## config.mk

```make
export PLATFORM = sky130hd
export DESIGN_NAME = enable_conditioner
export DESIGN_NICKNAME = d
export VERILOG_FILES = /design/src/rtl/enable_conditioner.sv
export SDC_FILE = /design/constraint.sdc
export NUM_CORES = 1
export LEC_CHECK = 0
export BUFFER_PORTS_ARGS = -buffer_cell sky130_fd_sc_hd__buf_4
export CORE_ASPECT_RATIO = 1.2
export CORE_MARGIN = 10
export CORE_UTILIZATION = 48
export CTS_BUF_LIST = sky130_fd_sc_hd__clkbuf_16
export CTS_CLUSTER_DIAMETER = 60
export DETAILED_ROUTE_END_ITERATION = 10
export GPL_ROUTABILITY_DRIVEN = 0
export GPL_TIMING_DRIVEN = 0
export PLACE_DENSITY = 0.8
export RECOVER_POWER = 25
export SLEW_MARGIN = 10
export SYNTH_ARGS = -nofsm -noshare
export SYNTH_HDL_FRONTEND = slang
export SYNTH_SLANG_ARGS = --single-unit
```

## constraint.sdc

```tcl
create_clock -name clock -period 1.72 [get_ports clock]
set_input_delay 0.344 -clock clock [delete_from_list [all_inputs] [get_ports clock]]
set_output_delay 0.344 -clock clock [all_outputs]
set_load 0.01 [all_outputs]
```

## src/rtl/enable_conditioner.sv

```systemverilog
// enable_conditioner
//
// Conditions an asynchronous, possibly bouncing raw enable. The raw input is
// synchronized by two flops, then debounced by a four-state FSM. Outputs are a
// clean registered enable level and single-cycle rise/fall strobes. Rejected
// transitions can optionally be counted for diagnostics.
//
// Parameters:
//   DEBOUNCE_CYCLES  consecutive synchronized samples needed to accept a change
//                    (legal range 1 .. 2**CNT_WIDTH-1)
//   CNT_WIDTH        width of the debounce counter
//
// Ports:
//   clock         in   single clock, rising edge
//   reset_n       in   asynchronous active-low reset
//   enable_raw    in   asynchronous raw enable, may glitch
//   enable        out  debounced, registered enable level
//   enable_rise   out  one-cycle strobe on an accepted 0->1 change
//   enable_fall   out  one-cycle strobe on an accepted 1->0 change
//   glitch_count  out  saturating count of rejected transitions
//
// Build option:
//   ENABLE_COND_GLITCH_CNT_EN  when defined, the glitch counter is built;
//                              otherwise glitch_count is tied to zero.

module enable_conditioner #(
    parameter int unsigned DEBOUNCE_CYCLES = 4,
    parameter int unsigned CNT_WIDTH       = 8
) (
    input  logic       clock,
    input  logic       reset_n,
    input  logic       enable_raw,
    output logic       enable,
    output logic       enable_rise,
    output logic       enable_fall,
    output logic [7:0] glitch_count
);

`ifndef SYNTHESIS
    if ((DEBOUNCE_CYCLES < 1) ||
        (64'(DEBOUNCE_CYCLES) > ((64'd1 << CNT_WIDTH) - 64'd1))) begin : g_cfg_err
        $error("enable_conditioner: DEBOUNCE_CYCLES=%0d out of range for CNT_WIDTH=%0d",
               DEBOUNCE_CYCLES, CNT_WIDTH);
    end
`endif

    typedef enum logic [1:0] {
        StStableLo,
        StCheckHi,
        StStableHi,
        StCheckLo
    } state_e;

    // Final count value, truncated to the counter width.
    localparam logic [CNT_WIDTH-1:0] CntLast = CNT_WIDTH'(DEBOUNCE_CYCLES - 1);
    localparam logic [CNT_WIDTH-1:0] CntOne  = CNT_WIDTH'(1);
    // With a single-sample debounce, the stable states switch directly.
    localparam bit SingleSample = (DEBOUNCE_CYCLES == 1);

    logic                 q1_q, q2_q;
    logic                 s;
    state_e               state_q, state_d;
    logic [CNT_WIDTH-1:0] cnt_q, cnt_d;
    logic                 enable_q, enable_d;
    logic                 rise_q, rise_d;
    logic                 fall_q, fall_d;

    // Two-flop synchronizer.
    always_ff @(posedge clock or negedge reset_n) begin
        if (!reset_n) begin
            q1_q <= 1'b0;
            q2_q <= 1'b0;
        end else begin
            q1_q <= enable_raw;
            q2_q <= q1_q;
        end
    end

    assign s = q2_q;

    always_comb begin
        state_d  = state_q;
        cnt_d    = cnt_q;
        enable_d = enable_q;
        rise_d   = 1'b0;
        fall_d   = 1'b0;
        unique case (state_q)
            StStableLo: begin
                if (s) begin
                    if (SingleSample) begin
                        state_d  = StStableHi;
                        enable_d = 1'b1;
                        rise_d   = 1'b1;
                    end else begin
                        state_d = StCheckHi;
                        cnt_d   = CntOne;
                    end
                end
            end
            StCheckHi: begin
                if (s) begin
                    if (cnt_q == CntLast) begin
                        state_d  = StStableHi;
                        cnt_d    = '0;
                        enable_d = 1'b1;
                        rise_d   = 1'b1;
                    end else begin
                        cnt_d = cnt_q + CntOne;
                    end
                end else begin
                    state_d = StStableLo;
                    cnt_d   = '0;
                end
            end
            StStableHi: begin
                if (!s) begin
                    if (SingleSample) begin
                        state_d  = StStableLo;
                        enable_d = 1'b0;
                        fall_d   = 1'b1;
                    end else begin
                        state_d = StCheckLo;
                        cnt_d   = CntOne;
                    end
                end
            end
            StCheckLo: begin
                if (!s) begin
                    if (cnt_q == CntLast) begin
                        state_d  = StStableLo;
                        cnt_d    = '0;
                        enable_d = 1'b0;
                        fall_d   = 1'b1;
                    end else begin
                        cnt_d = cnt_q + CntOne;
                    end
                end else begin
                    state_d = StStableHi;
                    cnt_d   = '0;
                end
            end
        endcase
    end

    always_ff @(posedge clock or negedge reset_n) begin
        if (!reset_n) begin
            state_q  <= StStableLo;
            cnt_q    <= '0;
            enable_q <= 1'b0;
            rise_q   <= 1'b0;
            fall_q   <= 1'b0;
        end else begin
            state_q  <= state_d;
            cnt_q    <= cnt_d;
            enable_q <= enable_d;
            rise_q   <= rise_d;
            fall_q   <= fall_d;
        end
    end

    assign enable      = enable_q;
    assign enable_rise = rise_q;
    assign enable_fall = fall_q;

`ifdef ENABLE_COND_GLITCH_CNT_EN
    logic [7:0] glitch_q, glitch_d;
    logic       glitch_event;

    // A check state seeing the old level again is an aborted transition.
    assign glitch_event = ((state_q == StCheckHi) && !s) || ((state_q == StCheckLo) && s);

    always_comb begin
        glitch_d = glitch_q;
        if (glitch_event && (glitch_q != 8'hFF)) begin
            glitch_d = glitch_q + 8'd1;
        end
    end

    always_ff @(posedge clock or negedge reset_n) begin
        if (!reset_n) begin
            glitch_q <= 8'd0;
        end else begin
            glitch_q <= glitch_d;
        end
    end

    assign glitch_count = glitch_q;
`else
    assign glitch_count = 8'd0;
`endif

endmodule

```

==> results of run 1 <==
through the flow:
step                      worst slack [ns]  cell area [µm²]  cells  total power [µW]
after floorplan                     0.0580              846     84               754
after global placement             -0.0979              906    107               831
after detailed placement            -0.117              906    107               848
after CTS                           0.0193             1030    116              1350
after global routing               -0.0823             1080    121              1480
final                             -0.00879             1080    121              1410
power groups by stage:
stage,combinational [µW],clock (µW),sequential (µW)
final,495,446,469
after global routing,542,462,476
after CTS,449,448,453
after detailed placement,381,0,468
after global placement,367,0,464
after floorplan,295,0,459
layout by cell type (no fill, tap or decap), types with 2 or more instances in the layout:
cell type  Yosys  routed
o21ai_0        4       4
conb_1         1       8
dfrtp_2        0       2
nand3_1        4       4
o31ai_1        2       2
buf_4          8      20
nor3b_1        2       2
clkbuf_16      0       3
inv_1          3       4
nand2_1        3       3
a211o_1        2       2
a21oi_1        2       2
dfrtp_1       15      13
nor3_1         3       2
flip-flops by register name, summed over array words and instances (netlist names), named ones only:
name / flops
q1_q: 1
enable_rise: 1
enable_fall: 1
cnt_q: 8
state_q: 1
q2_q: 1
enable: 1
logic make-up after synthesis:
family / after synthesis / synth area share [%]
adders and majority gates: 1 / 1.53
xor gates and xnor gates: 1 / 1.99
buffers and inverters: 12 / 9.92
DFF: 15 / 45.8
and+or+nand+nor: 27 / 22.3
other: 1 / 0.458
AOI/OAI and AO/OA: 19 / 16.6
muxes: 1 / 1.37
critical path: stages, from the launching register on:
cell and delay (ns):
dfrtp_2 0.43, or3_4 0.40, nor4_4 0.30, buf_4 0.21
nor3_2 0.05, a211o_1 0.23
per-layer routing:
layer	vias up	GRT usage, %
met2	25	19.4
met4	0	7.06
met1	343	10.4
met5	-	0
li1	320	-
met3	5	3.85
repair_timing:
| item | CTS | global route |
|---|---|---|
| resized for setup | 2 | 5 |
| endpoints found under the setup margin | 7 | 9 |
| buffers inserted | 4 | 5 |
| pin swaps | 1 | 2 |
| hold buffers | 1 | 0 |
| hold endpoints to repair | 15 | 0 |
worst max-delay path by stage:
| stage | from | end | slack (ns) | cells after the start |
|---|---|---|---|---|
| floorplan | cnt_q[0] | flip-flop | 0.06 | 5 |
| finish | cnt_q[4] | cnt_q[5] | -0.009 | 5 |
| global route | cnt_q[4] | cnt_q[5] | -0.08 | 5 |
| global placement | cnt_q[0] | flip-flop | -0.1 | 5 |
| CTS | cnt_q[1] | cnt_q[5] | 0.02 | 6 |
| detailed placement | cnt_q[0] | flip-flop | -0.12 | 5 |
final cells by class:
cell class | instances | area, µm²
sequential | 15 | 378
tap | 18 | 22.5
clock inverter | 1 | 3.75
buffer | 9 | 70.1
timing repair buffer | 15 | 111
clock buffer | 3 | 75.1
fill | 117 | 537
inverter | 3 | 11.3
multi-input combinational | 57 | 413
==> reports/metrics.cfg, run 1 <==
[status]
status = finished with violations
violations = setup timing

[floorplan]
die_y_um = 65.3
core-area_um2 = 1620
pin_count = 14
rows = 16
dieArea_um2 = 3770
start_util_pct = 50.5
die_x_um = 57.7

[yosys]
synth_area_per_cell_um2 = 10.6
yosysTopAreaCellShare_pct = 45.8
yosysMostFrequentCell = dfrtp_1
yosys-top-cells-count = dfrtp_1 (15), buf_4 (8), nand3_1 (4), o21ai_0 (4)
yosysSeqAreaShare_pct = 45.8
synth_top_area_cell = dfrtp_1
synth-edff-count = 0
synthFlopType = dfrtp_1
ys_top_cells_by_area = dfrtp_1 (46%), buf_4 (7.3%), nor4_4 (2.6%), nand3_1 (2.4%), o21ai_0 (2.4%)
synthArstFlopShare_pct = 100
synthDistinctLibCells = 40
netlist_area_um2 = 820
yosysWarnings = 0
synth-seq-cells = 15
syn_inst = 77

[routing]
wl_met1_um = 702
drt_iter0_drc = 9
wl_met3_um = 152
drc = 0
avgViaCountPerCell = 5.73
wl_met2_mm = 1.06
top_layer_used = met4
dr.pass1.iters = 4
routed_wl_mm = 1.96
vias = 693
ant_nets = 0
drt-wirelength-per-cell_um = 16.2

[timing]
rsz0062_at_grt = true
finalCritPeriodShare_pct = 101
worst_slew_pin_slew_ns = 0.777
fin_tns_setup_ns = -0.00879
maxSlewHeadroom_pct = 48.2
slew_violations = 0
setup_ws_ns = -0.00879
skew_ns = 0.00348
whs_ns = 0.228
max_clock_freq_mhz = 578
finalHoldViolations = 0
setup_viol = 1
min_period_ns = 1.73

[global_route]
grt_pass1_wl_mm = 3.31
grt-ovfl-total = 0
grt_max_degree = 16
track_usage_pct = 11.0
antenna_found_initial = 0
grt_pass1_vias = 700

[clocking]
cts_max_level = 1
clock_path_buffers = 2
cts-root-buf = clkbuf_16
cts-buffers-inserted = 3
insertion_delay_ns = 0.25
cts.sinks = 15
cts_tree = done
clk_pin_slew_ns = 0.05

[critical_path]
crit_type = reg2reg
r2r_end = cnt_q[5]
start_kind = flip-flop
reg2reg_slack_ns = -0.009
cp.required_ns = 1.85
endpoint_kind = flip-flop
crit_fanout = 5
reg2reg_from = cnt_q[4]
arrival_ns = 1.86
r2r_cells = 5

[power]
power_switching_share_pct = 33.7
irDropWorstVdd_v = 0.00129
leakage_uw = 0.000511
comb_power_share_pct = 35.1
p_switching_uw = 475
clkPwrFrac_pct = 31.6
internal-power_uw = 935
seq_power_share_pct = 33.3
power_density_nw_per_um2 = 1300

[min_path]
hold_path.class = in2reg
hold_start = enable_raw
holdPathStages = 1
min_to = q1_q

[layout]
drive_gt1_share_pct = 37.9
area_growth_pct = 32.4
diodes = 0
final_core_util_pct = 66.9
nets = 108

[job]
drv_cap = 0

[placement]
dpl.hpwl_mm = 1.19
port-buffer-count = 5

No activity file was read; power rests on OpenSTA's default activity.
==> inputs of run 2 (changes only) <==
- CORE_UTILIZATION: 48 -> 45
- PLACE_DENSITY: 0.8 -> 0.76
==> run 2 against run 1 <==
  * The run now ends clean
  * Maximum frequency rose by 1.3%
  * First-iteration DRC count rose by 89%
  * Register-to-register slack improved by 0.02 ns
  * Critical path depth did not move
  * Largest cell class unchanged
==> reports/metrics.cfg, run 2 (synthesized netlist as in run 1, its figures left out) <==
[status]
status = finished clean  ; was finished with violations

[global_route]
grt_max_degree = 16  ; unchanged
grt_pass1_vias = 629  ; was 700
grt_pass1_wl_mm = 2.75  ; was 3.31 mm
antenna_found_initial = 0  ; unchanged
track_usage_pct = 8.48  ; was 11.0%
grt-ovfl-total = 0  ; unchanged

[timing]
setup_viol = 0  ; was 1
setup_ws_ns = 0.0133  ; was -0.00879 ns
skew_ns = 0.00310  ; was 0.00348 ns
slew_violations = 0  ; unchanged
finalCritPeriodShare_pct = 99.2  ; was 101%
maxSlewHeadroom_pct = 47.7  ; was 48.2%
rsz0062_at_grt = true  ; unchanged
worst_slew_pin_slew_ns = 0.784  ; was 0.777 ns
fin_tns_setup_ns = 0  ; was -0.00879 ns
min_period_ns = 1.71  ; was 1.73 ns
finalHoldViolations = 0  ; unchanged
max_clock_freq_mhz = 586  ; was 578 MHz

[critical_path]
arrival_ns = 1.83  ; was 1.86 ns
crit_slowest_cell = dfrtp_2  ; unchanged
crit_family = simple AND/OR/NAND/NOR gates  ; unchanged
start_kind = flip-flop  ; unchanged
cp.required_ns = 1.84  ; was 1.85 ns
critPathBufInv = 1  ; unchanged
max_stage_delay_ns = 0.42  ; was 0.43 ns
crit_chain = or3_4 -> nor4_4 -> buf_4 -> nor3_1 -> a211o_1  ; was or3_4 -> nor4_4 -> buf_4 -> nor3_2 -> a211o_1
endpoint_kind = flip-flop  ; unchanged
crit_fanout = 4  ; was 5
crit_type = reg2reg  ; unchanged

[layout]
most-common-layout-cells = buf_4 (19), dfrtp_1 (13), conb_1 (8), nand3_1 (4), o21ai_0 (4)  ; was buf_4 (20), dfrtp_1 (13), conb_1 (8)
area_growth_pct = 29.3  ; was 32.4%
nets = 107  ; was 108
largest_register_ff_count = 8  ; unchanged
final_area_um2 = 1060  ; was 1080 µm²
diodes = 0  ; unchanged
layout.cells.most_common = buf_4  ; unchanged
largest_register = cnt_q  ; unchanged
final-instance-count-excl-fill = 120  ; was 121
fillers = 131  ; was 117
drive_gt1_share_pct = 36.3  ; was 37.9%

[job]
drv_cap = 0  ; unchanged

[clocking]
clk_pin_slew_ns = 0.05  ; about the same
cts-buffers-inserted = 3  ; unchanged
insertion_delay_ns = 0.24  ; was 0.25 ns
cts-root-buf = clkbuf_16  ; unchanged
cts_tree = done  ; unchanged
cts.sinks = 15  ; unchanged
clock_path_buffers = 2  ; unchanged
cts_max_level = 1  ; unchanged

[placement]
dpl-instance-area_um2 = 906  ; unchanged
place_inst = 107  ; unchanged
dp_worst_setup_slack_ns = -0.117  ; about the same
dpl.hpwl_mm = 1.20  ; was 1.19 mm
port-buffer-count = 5  ; unchanged

[power]
p_switching_uw = 432  ; was 475 µW
leakage_uw = 0.000497  ; was 0.000511 µW
power_density_nw_per_um2 = 1270  ; was 1300 nW/µm²
seq_power_share_pct = 33.9  ; was 33.3%
comb_power_share_pct = 33.0  ; was 35.1%
internal-power_uw = 909  ; was 935 µW
irDropWorstVdd_v = 0.000886  ; was 0.00129 V
power_switching_share_pct = 32.2  ; was 33.7%
clkPwrFrac_pct = 33.1  ; was 31.6%

[floorplan]
die_x_um = 59.0  ; was 57.7 µm
die_y_um = 66.8  ; was 65.3 µm
pin_count = 14  ; unchanged
rows = 16  ; unchanged
core-area_um2 = 1680  ; was 1620 µm²
start_util_pct = 48.7  ; was 50.5%
dieArea_um2 = 3940  ; was 3770 µm²

[routing]
dr.pass1.iters = 4  ; unchanged
ant_nets = 0  ; unchanged
drt_iter0_drc = 17  ; was 9
drt-wirelength-per-cell_um = 14.7  ; was 16.2 µm
vias = 657  ; was 693
drc = 0  ; unchanged
avgViaCountPerCell = 5.48  ; was 5.73
routed_wl_mm = 1.76  ; was 1.96 mm

[min_path]
hold_path.class = in2reg  ; unchanged

[run 2: changes by cell type in the layout (fill, tap and decap cells not counted), sizes merged]
cell    before  now
buf         20   19
clkinv       0    1
inv          4    3
[run 2: cell type report]
type,count,area [µm²],area share [%]
buffer,9,70.1,6.61
clock buffer,3,75.1,7.08
clock inverter,1,5.00,0.472
inverter,3,11.3,1.06
multi-input combinational,57,394,37.2
sequential,15,378,35.7
tap,18,22.5,2.13
timing repair buffer,14,104,9.80
[run 2: final timing paths]
| kind | cells after the start | to | slack (ns) | start |
|---|---|---|---|---|
| max in group asynchronous | 2 | cnt_q[4] | 0.48 | reset_n |
| min reg2reg | 0 | q2_q | 0.36 | q1_q |
| max reg2reg | 5 | cnt_q[5] | 0.01 | cnt_q[5] |
| min | 1 | q1_q | 0.23 | enable_raw |
| max | 5 | cnt_q[5] | 0.01 | cnt_q[5] |
| min in group asynchronous | 2 | q1_q | 0.70 | reset_n |
[run 2: per-layer routing]
| metal | vias up | global-route usage [%] | share of wire [%] |
|---|---|---|---|
| li1 | 315 | - | - |
| met1 | 316 | 9.43 | 40 |
| met2 | 22 | 14.3 | 52 |
| met3 | 4 | 2.09 | 6.5 |
| met4 | 0 | 4.60 | 1.4 |
| met5 | - | 0 | 0 |
[run 2: power by group through the flow]
| stage | sequential [µW] | clock [µW] | combinational (µW) |
|---|---|---|---|
| 3_5_place_dp | 468 | 0 | 379 |
| 5_1_grt | 460 | 460 | 490 |
| 2_1_floorplan | 459 | 0 | 295 |
| 6_report | 455 | 444 | 443 |
| 4_1_cts | 454 | 450 | 440 |
| 3_3_place_gp | 464 | 0 | 369 |
[run 2: per-stage QoR]
| step | utilization [%] | hold slack (ns) | total power, µW |
|---|---|---|---|
| after floorplan | - | 0.0484 | 754 |
| after global placement | 53.9 | 0.206 | 833 |
| after detailed placement | 53.9 | 0.208 | 848 |
| after CTS | 61.3 | 0.205 | 1340 |
| after global routing | 63.0 | 0.226 | 1410 |
| final | 63.0 | 0.227 | 1340 |
[run 2: repair_timing]
action,in CTS,in global routing
gates cloned,0,0
endpoints found under the hold margin,15,0
setup endpoints to repair,7,4
setup buffers,4,4
gates resized for setup,2,2
pin swaps,1,2
hold buffers,1,0
==> inputs of run 3 (changes only) <==
- PLACE_DENSITY: 0.76 -> 0.73
- clock period: 1.72 -> 1.8 ns (I/O delays scaled with it)
==> run 3 against run 2 <==
  * Critical path depth up 1
  * Total power fell by 3.0%
  * Setup slack better by 0.049 ns
  * Critical path type unchanged
  * Largest cell class unchanged
  * Largest power group is now combinational cells
  * Highest routed layer unchanged
==> reports/metrics.cfg, run 3 (synthesized netlist as in run 1, its figures left out) <==
[clocking]
insertion_delay_ns = 0.24  ; about the same
cts.sinks = 15  ; unchanged
clk_pin_slew_ns = 0.05  ; about the same
clock_path_buffers = 2  ; unchanged
cts-root-buf = clkbuf_16  ; unchanged
cts_max_level = 1  ; unchanged
cts-buffers-inserted = 3  ; unchanged
cts_tree = done  ; unchanged

[job]
drv_cap = 0  ; unchanged

[global_route]
grt-ovfl-total = 0  ; unchanged
track_usage_pct = 9.53  ; was 8.48%
grt_pass1_vias = 633  ; was 629
antenna_found_initial = 0  ; unchanged
grt_pass1_wl_mm = 2.88  ; was 2.75 mm
grt_max_degree = 16  ; unchanged

[layout]
largest_register = cnt_q  ; unchanged
largest_register_ff_count = 8  ; unchanged
drive_gt1_share_pct = 33.0  ; was 36.3%
layout.cells.most_common = buf_4  ; unchanged
nets = 105  ; was 107
fillers = 145  ; was 131
most-common-layout-cells = buf_4 (17), dfrtp_1 (14), conb_1 (8)  ; was buf_4 (19), dfrtp_1 (13), conb_1 (8), nand3_1 (4), o21ai_0 (4)
area_growth_pct = 27.2  ; was 29.3%
final-instance-count-excl-fill = 118  ; was 120
diodes = 0  ; unchanged

[timing]
min_period_ns = 1.74  ; was 1.71 ns
finalCritPeriodShare_pct = 96.5  ; was 99.2%
worst_slew_pin_slew_ns = 0.781  ; was 0.784 ns
maxSlewHeadroom_pct = 48.0  ; was 47.7%
skew_ns = 0.00145  ; was 0.00310 ns
slew_violations = 0  ; unchanged
setup_viol = 0  ; unchanged
setup_ws_ns = 0.0627  ; was 0.0133 ns
max_clock_freq_mhz = 576  ; was 586 MHz
finalHoldViolations = 0  ; unchanged

[routing]
drc = 0  ; unchanged
ant_nets = 0  ; unchanged
dr.pass1.iters = 4  ; unchanged
avgViaCountPerCell = 5.36  ; was 5.48
vias = 632  ; was 657
routed_wl_mm = 1.67  ; was 1.76 mm
drt_iter0_drc = 54  ; was 17
drt-wirelength-per-cell_um = 14.2  ; was 14.7 µm

[critical_path]
r2r_cells = 6  ; was 5
arrival_ns = 1.87  ; was 1.83 ns
r2r_end = cnt_q[5]  ; unchanged
start_kind = flip-flop  ; unchanged
crit_type = reg2reg  ; unchanged
reg2reg_slack_ns = 0.06  ; was 0.01 ns
cp.required_ns = 1.93  ; was 1.84 ns
crit_fanout = 5  ; was 4
endpoint_kind = flip-flop  ; unchanged
reg2reg_from = cnt_q[1]  ; was cnt_q[5]

[placement]
place_inst = 107  ; unchanged
dpl.hpwl_mm = 1.18  ; was 1.20 mm
dp_worst_setup_slack_ns = -0.123  ; was -0.117 ns
port-buffer-count = 5  ; unchanged

[floorplan]
pin_count = 14  ; unchanged
dieArea_um2 = 3940  ; unchanged
rows = 16  ; unchanged
die_y_um = 66.8  ; unchanged
core-area_um2 = 1680  ; unchanged
die_x_um = 59.0  ; unchanged
start_util_pct = 48.7  ; unchanged

[power]
power_density_nw_per_um2 = 1250  ; was 1270 nW/µm²
irDropWorstVdd_v = 0.00105  ; was 0.000886 V
leakage_uw = 0.000489  ; was 0.000497 µW

[min_path]
holdPathStages = 1  ; unchanged
hold_path.class = in2reg  ; unchanged
min_to = q1_q  ; unchanged
hold_start = enable_raw  ; unchanged

[status]
status = finished clean  ; unchanged

[run 3: final cells by class]
class,count,area [µm²],area share (%)
timing repair buffer,12,88.8,8.52
inverter,3,11.3,1.08
buffer,9,70.1,6.72
sequential,15,377,36.1
clock buffer,3,75.1,7.20
tap,18,22.5,2.16
multi-input combinational,57,394,37.8
clock inverter,1,3.75,0.360
[run 3: critical path, stage by stage (launching register included)]
cell and delay [ns]:
dfrtp_1 0.37, ha_2 0.20, or2b_4 0.28, nor4_4 0.30, buf_4 0.20, nor3_1 0.05, a211o_1 0.22
[run 3: through the flow]
| step | hold slack [ns] | power (µW) | TNS (ns) | utilization, % | instance area (µm²) |
|---|---|---|---|---|---|
| finish | 0.243 | 1300 | 0 | 62.0 | 1040 |
| global route | 0.246 | 1390 | -0.0311 | 62.0 | 1040 |
| CTS | 0.221 | 1250 | 0 | 60.0 | 1010 |
| detailed placement | 0.223 | 819 | -0.390 | 53.9 | 906 |
| global placement | 0.222 | 800 | -0.249 | 53.9 | 906 |
| floorplan | 0.0644 | 722 | 0 | - | 846 |
[run 3: worst max path at each step]
stage	start	to
final	cnt_q[1]	cnt_q[5]
after global placement	cnt_q[0]	flip-flop
after CTS	cnt_q[0]	cnt_q[5]
after global routing	cnt_q[1]	cnt_q[5]
after detailed placement	cnt_q[0]	flip-flop
after floorplan	cnt_q[0]	flip-flop
[run 3: per-layer routing]
metal	vias up	global-route usage (%)	routed length, µm
li1	313	-	-
met1	299	9.90	657
met2	15	15.7	862
met3	5	3.61	112
met4	0	6.03	38
met5	-	0	0
[run 3: report_power, final]
part / internal (µW) / switching (µW)
sequential: 393 / 43.8
clock: 293 / 127
combinational: 195 / 249
[run 3: what timing repair did]
item,CTS,global route
endpoints found under the setup margin,7,5
cloned,0,0
hold endpoints to repair,15,0
pin swaps,1,2
hold buffers,1,0
buffers inserted,2,4
resized for setup,0,3
